$ cat src/rtl/delay_meas_ctrl.sv
// Inverter-chain delay experiment sequencer: enables the ring, lets it settle,
// counts synchronized ring-oscillator rising edges over a fixed clock window.
module delay_meas_ctrl #(
    parameter int SETTLE_CYCLES = 16,
    parameter int GATE_CYCLES   = 1024,
    parameter int CNT_W         = 16,
    parameter int TAP_W         = 3
) (
    input  logic             clk,
    input  logic             rst_n,
    input  logic             start,
    input  logic             abort,
    input  logic [TAP_W-1:0] tap_sel,
    input  logic             osc_in,
    output logic             osc_en,
    output logic [TAP_W-1:0] tap,
    output logic             busy,
    output logic             done,
    output logic [CNT_W-1:0] result,
    output logic             ovf
);

    localparam int MAX_CYC = (SETTLE_CYCLES > GATE_CYCLES) ? SETTLE_CYCLES : GATE_CYCLES;
    localparam int TIMER_W = (MAX_CYC > 1) ? $clog2(MAX_CYC) : 1;

    localparam logic [1:0] ST_IDLE   = 2'd0;
    localparam logic [1:0] ST_SETTLE = 2'd1;
    localparam logic [1:0] ST_GATE   = 2'd2;
    localparam logic [1:0] ST_DONE   = 2'd3;

    logic [1:0]         state;
    logic [TIMER_W-1:0] timer;
    logic [CNT_W-1:0]   cnt;
    logic [CNT_W-1:0]   cnt_inc;
    logic               ovf_flag;
    logic               ovf_inc;
    logic               sync1;
    logic               sync2;
    logic               sync3;
    logic               rising;

    // osc_in is asynchronous to clk; sync3 only holds the previous sample for edge detection.
    always_ff @(posedge clk) begin
        if (!rst_n) begin
            sync1 <= 1'b0;
            sync2 <= 1'b0;
            sync3 <= 1'b0;
        end else begin
            // NOTE: non-blocking assignments keep this a true shift chain; blocking would collapse it into one flop.
            sync1 <= osc_in;
            sync2 <= sync1;
            sync3 <= sync2;
        end
    end

    assign rising = sync2 & ~sync3;

    // Next count including the current cycle's edge, so the final GATE cycle is counted.
    always_comb begin
        // NOTE: defaults first so every path assigns both outputs and no latch is inferred.
        cnt_inc = cnt;
        ovf_inc = ovf_flag;
        if (state == ST_GATE && rising) begin
            if (cnt == {CNT_W{1'b1}}) begin
                ovf_inc = 1'b1;
            end else begin
                cnt_inc = cnt + CNT_W'(1);
            end
        end
    end

    always_ff @(posedge clk) begin
        if (!rst_n) begin
            state    <= ST_IDLE;
            timer    <= '0;
            cnt      <= '0;
            ovf_flag <= 1'b0;
            tap      <= '0;
            result   <= '0;
            ovf      <= 1'b0;
        end else begin
            case (state)
                ST_IDLE: begin
                    if (start && !abort) begin
                        tap      <= tap_sel;
                        timer    <= TIMER_W'(SETTLE_CYCLES - 1);
                        cnt      <= '0;
                        ovf_flag <= 1'b0;
                        state    <= ST_SETTLE;
                    end
                end
                ST_SETTLE: begin
                    if (abort) begin
                        state <= ST_IDLE;
                    end else if (timer == '0) begin
                        timer <= TIMER_W'(GATE_CYCLES - 1);
                        state <= ST_GATE;
                    end else begin
                        timer <= timer - TIMER_W'(1);
                    end
                end
                ST_GATE: begin
                    cnt      <= cnt_inc;
                    ovf_flag <= ovf_inc;
                    if (abort) begin
                        state <= ST_IDLE;
                    end else if (timer == '0) begin
                        // Latch on DONE entry so result is already valid while done is high.
                        result <= cnt_inc;
                        ovf    <= ovf_inc;
                        state  <= ST_DONE;
                    end else begin
                        timer <= timer - TIMER_W'(1);
                    end
                end
                default: state <= ST_IDLE;
            endcase
        end
    end

    assign osc_en = (state == ST_SETTLE) || (state == ST_GATE);
    assign busy   = (state != ST_IDLE);
    assign done   = (state == ST_DONE);

endmodule

$ cat config.mk
export PLATFORM = sky130hd
export DESIGN_NAME = delay_meas_ctrl
export DESIGN_NICKNAME = d
export VERILOG_FILES = /design/src/rtl/delay_meas_ctrl.sv
export SDC_FILE = /design/constraint.sdc
export NUM_CORES = 1
export LEC_CHECK = 0
export ABC_AREA = 1
export BUFFER_PORTS_ARGS = -buffer_cell sky130_fd_sc_hd__buf_4
export CAP_MARGIN = 20
export CORE_MARGIN = 8
export CORE_UTILIZATION = 59
export DETAILED_ROUTE_END_ITERATION = 16
export PLACE_DENSITY = 0.87
export SETUP_SLACK_MARGIN = 0.02
export SYNTH_ARGS = -nofsm -noshare
export SYNTH_HDL_FRONTEND = slang
export SYNTH_SLANG_ARGS = --single-unit
$ cat constraint.sdc
create_clock -name clk -period 2.2 [get_ports clk]
set_input_delay 0.44 -clock clk [delete_from_list [all_inputs] [get_ports clk]]
set_output_delay 0.44 -clock clk [all_outputs]
set_load 0.02 [all_outputs]
# After elaboration in Yosys (flattened, before gate mapping)
# Index checks and enable logic that the tools add are counted.
# totals
register_bits	52
in_bits	8
output_inout_bits	23
elab_cells	59
# op_classes
n_addsub	2
n_eq_ne	10
muxes	20
bitwise	3
n_reduce_logical	14
# ops
operator	n
2-to-1 mux 10 bit	5
2-to-1 mux 16 bit	3
one-hot mux 16 bit (2 select lines)	1
one-hot mux 10 bit (3 select lines)	1
adder 16 x 1 -> 16 bit (second input constant)	1
equality test 16 bit (second input constant)	1
zero test 10 bit	1
2-to-1 mux 2 bit	5
subtractor 10 x 1 -> 10 bit (second input constant)	1
inequality test 2 bit (second input constant)	4
inequality test 3 bit (second input constant)	2
one-hot mux 2 bit (3 select lines)	1
AND reduction 3 bit	2
AND reduction 5 bit	1
equality test 2 bit (second input constant)	2
AND reduction 2 bit	2
nonzero test 2 bit	2
2-to-1 mux 1 bit	3
nonzero test 3 bit	1
equality test 2 x 1 -> 1 bit (second input constant)	1
logical AND 1 bit	2
zero test 2 bit	1
inverter 1 bit	2
one-hot mux 1 bit (2 select lines)	1
other kinds (3)	3

# Depth between registers and ports, before layout
# logic_depth
ltp_word	5
ltp_mapped	12
ltp_nobuf	11

# Worst setup path before layout
# OpenSTA, ideal clock, no wires.
# synth_path
kind	register -> register
startpoint	reg state[0]
endpoint	reg cnt[15]
arrival_ps	1607
t_required_ps	2132
setup_slack_ps	525
path_stages_with_launch	9
path_buffers	1
period_less_slack_ps	1675
path_cell_list	dfxtp_1 -> inv_1 -> ha_1 -> inv_1 -> nor2_1 -> a21oi_4 -> buf_4 -> nand2_1 -> a21oi_2
# synth_via
elab_chain_cells	4
# synth_rtl
element	line	source
start: declaration	31	logic [1:0] state;
start signal: assignment	74	state <= ST_IDLE;
start signal: assignment	89	state <= ST_SETTLE;
start signal: assignment	94	state <= ST_IDLE;
equality test 2 bit	63, 82	
logical AND 1 bit	63	if (state == ST_GATE && rising) begin
2-to-1 mux 16 bit	63	
one-hot mux 16 bit (2 select lines)	82	case (state)
end signal: assignment	103	cnt <= cnt_inc;
end: declaration	33	logic [CNT_W-1:0] cnt;
# Parallel ways exist; a longest one is shown, timed or not.
# A chain may end at the register's enable or synchronous reset.

# Worst setup path after layout
# layout_path
startpoint	reg state[0]
endpoint	reg result[8]
# layout_via
elab_chain_cells	3
# layout_rtl
element	line	source
equality test 2 bit (*)	63, 82	
logical AND 1 bit	63	
2-to-1 mux 16 bit	63	
end signal: assignment	109	result <= cnt_inc;
end: declaration	19	output logic [CNT_W-1:0] result,
# Mark *: on every way between the ends. The rest lies on a longest branch, timed or not.

==> flow_summary_export.csv <==
group,metric,value,unit
run_status,status,"finished, final reports clean",
finish,nFillCells,404,
global_route,grt_pass1_wl,12000,um
placement,hpwl,4910,um
logic_synthesis,synth.yosys.seq_area_share,0.352,
die,die_y,86.8,um
finish,drive_above_1_share,0.189,
sta,setup_tns,0,ns
logic_synthesis,synth_nets,429,
flow_run,cap_violations,0,
routing,route.antenna.remaining_nets,0,
routing,drt_iter0_drc,244,
clocking,cts.sinks,52,
die,dieArea,7540,um^2
sta,slew_headroom,0.645,
routing,vias,2792,
power_and_ir_drop,ir_drop,0.535,mV
sta,worstMarginPinSlew,0.532,ns
sta,fin_worst_skew,0.0112,ns
global_route,overflow,0,
finish,n_antenna_cell,0,
logic_synthesis,synth_top_area_share,0.352,
logic_synthesis,yosysWarnings,0,
die,dieWidth,86.8,um
logic_synthesis,synth.area.top_cells,"dfxtp_1 (35%), nand2_1 (9.1%), a21oi_1 (7.1%)",
die,core,4790,um^2
clocking,clk_pin_slew_worst_paths,0.10,ns
logic_synthesis,ys_ff_latch,52,
clocking,cts_buffers,5,
clocking,ctsLongestPathBuffers,2,
sta,layout_setup_ws,0.224,ns
global_route,grt_max_degree,29,
global_route,track_usage,0.193,
critical_path,cp.required,2.41,ns
sta,rsz0062_at_grt,"no",
clocking,root_buffer,"clkbuf_8",
logic_synthesis,synth_edf_count,0,
clocking,hold_buffers,0,
critical_path,end_kind,"register",
min_path,holdCritPathClass,"in -> reg",
die,rows,25,
sta,hold_viol_final,0,
clocking,clkLatencyLatePin,0.31,ns
global_route,antenna_found_initial,0,
sta,fin_crit,1.98,ns
logic_synthesis,ys_types,38,
critical_path,path_class,"reg -> reg",
clocking,h-tree-depth,2,
sta,finalSetupViolations,0,
clocking,cts_tree,"done",
critical_path,critPathArrivalTime,2.18,ns
sta,finalCritPeriodShare,0.898,
placement,place.gp.congestion,0.896,
logic_synthesis,syn_avg_cell_area,7.13,um^2
finish,nNetsFinal,457,
logic_synthesis,ys.flop_type,"dfxtp_1",
routing,drc,0,
die,pin_count,31,
die,start_util,0.618,
logic_synthesis,synth-async-reset-ratio,0,
logic_synthesis,synth_cells,415,
power_and_ir_drop,p_leak,1.37,nW
placement,dp_slack,0.191,ns
sta,drv_slew,0,
power_and_ir_drop,p_per_area,941,nW/um^2
global_route,grt_pass1_vias,2768,
routing,drt-total-wl,6980,um
critical_path,worstPathMaxFanout,22,
routing,detail_route.wl_per_cell,13.7,um
placement,io_buffers,30,
logic_synthesis,yosysTopAreaCell,"dfxtp_1",
logic_synthesis,synth_area,2960,um^2
finish,area_growth_syn_to_layout,11.5,%
routing,dr.pass1.iters,4,
routing,routed_via_density,5.46,
sta,timing.fmax,506,MHz
critical_path,start_kind,"register",
final timing paths:
kind              slack [ns]  cells after the start                      to                   from
hold reg to reg         0.43                      2        sync2$_SDFF_PN0_       sync1$_SDFF_PN0_
setup reg to reg        0.22                      7  result[8]$_SDFFE_PN0P_  state[0]$_SDFFE_PN0P_
setup / recovery        0.22                      7  result[8]$_SDFFE_PN0P_  state[0]$_SDFFE_PN0P_
hold / removal          0.31                      3        sync1$_SDFF_PN0_                 osc_in
power by group:
part / internal [mW] / switching (mW) / leakage, nW / total [mW]
Sequential: 1.05 / 0.0769 / 0.422 / 1.13
Combinational: 0.476 / 0.959 / 0.909 / 1.43
Clock: 0.228 / 0.313 / 0.0424 / 0.541
cells by family after synthesis:
group	after synthesis	share of synthesized area
buffers and inverters	61	0.0884
DFF	52	0.352
and+or+nand+nor	208	0.359
xor gates and xnor gates	10	0.0296
AOI/OAI and AO/OA	78	0.145
adders and majority gates	6	0.0254
synthesized netlist by cell type, types with 2 or more instances:
cell type	instances
buf_6	3
nand4_4	3
inv_2	3
a21oi_2	3
ha_1	6
inv_1	45
xor2_1	9
o21ai_1	6
nor3_1	6
a211oi_1	3
nand3_2	2
nor2_4	8
dfxtp_1	52
nand4_1	5
o211ai_1	2
nand3_1	38
buf_2	3
clkbuf_1	4
or2_2	4
a21oi_1	42
o21ai_0	19
nor2_1	49
nand2_2	8
nor2_2	7
nand2_1	72
per-stage QoR:
stage	utilization	std cells	hold slack (ns)	total power, mW	instance area (um^2)
floorplan	-	415	0.390	2.20	2960
global placement	0.671	503	0.396	2.51	3210
detailed placement	0.671	503	0.416	2.57	3210
CTS	0.689	511	0.308	3.10	3300
global route	0.690	511	0.319	3.31	3300
finish	0.690	511	0.311	3.11	3300
per-layer routing:
| metal | up-vias | part of all wire | global-route usage |
|---|---|---|---|
| li1 | 1402 | - | - |
| met1 | 1294 | 0.43 | 0.233 |
| met2 | 87 | 0.49 | 0.321 |
| met3 | 9 | 0.066 | 0.0425 |
| met4 | 0 | 0.011 | 0.0798 |
| met5 | - | 0 | 0 |
what timing repair did:
action | 4_1_cts | 5_1_grt
gates resized for setup | 0 | 1
setup endpoints to repair | 0 | 5
setup buffers | 0 | 0
critical path: stages (launching register included):
cell        delay (ns)
dfxtp_1           0.39
inv_1             0.09
ha_1              0.28
nand3_4           0.16
clkinvlp_4        0.33
or2_2             0.40
a21oi_1           0.16
nor2_1            0.06
flip-flops by register name, summed over array words and instances, names as in the netlist:
| register | flops |
|---|---|
| state | 2 |
| tap | 3 |
| ovf_flag | 1 |
| result | 16 |
| ovf | 1 |
| cnt | 16 |
| timer | 10 |
| sync1 | 1 |
| sync3 | 1 |
| sync2 | 1 |
placed cells by master, fill, tap and decap left out, drive strengths merged, types with 2 or more instances in the layout:
cell / instances
a211oi: 3
a21oi: 46
buf: 32
clkbuf: 7
clkinv: 2
dfxtp: 52
ha: 6
inv: 48
nand2: 81
nand3: 41
nand4: 9
nor2: 64
nor3: 7
o211ai: 2
o21ai: 26
or2: 5
xor2: 9
cell type report:
class | count | area [um^2] | share of cell area
inverter | 50 | 194 | 0.0588
sequential | 52 | 1040 | 0.315
clock buffer | 7 | 76.3 | 0.0231
clock inverter | 1 | 8.76 | 0.00265
multi-input combinational | 302 | 1660 | 0.502
tap | 67 | 83.8 | 0.0254
timing repair buffer | 32 | 240 | 0.0728
(Power assumes the default switching activity.)
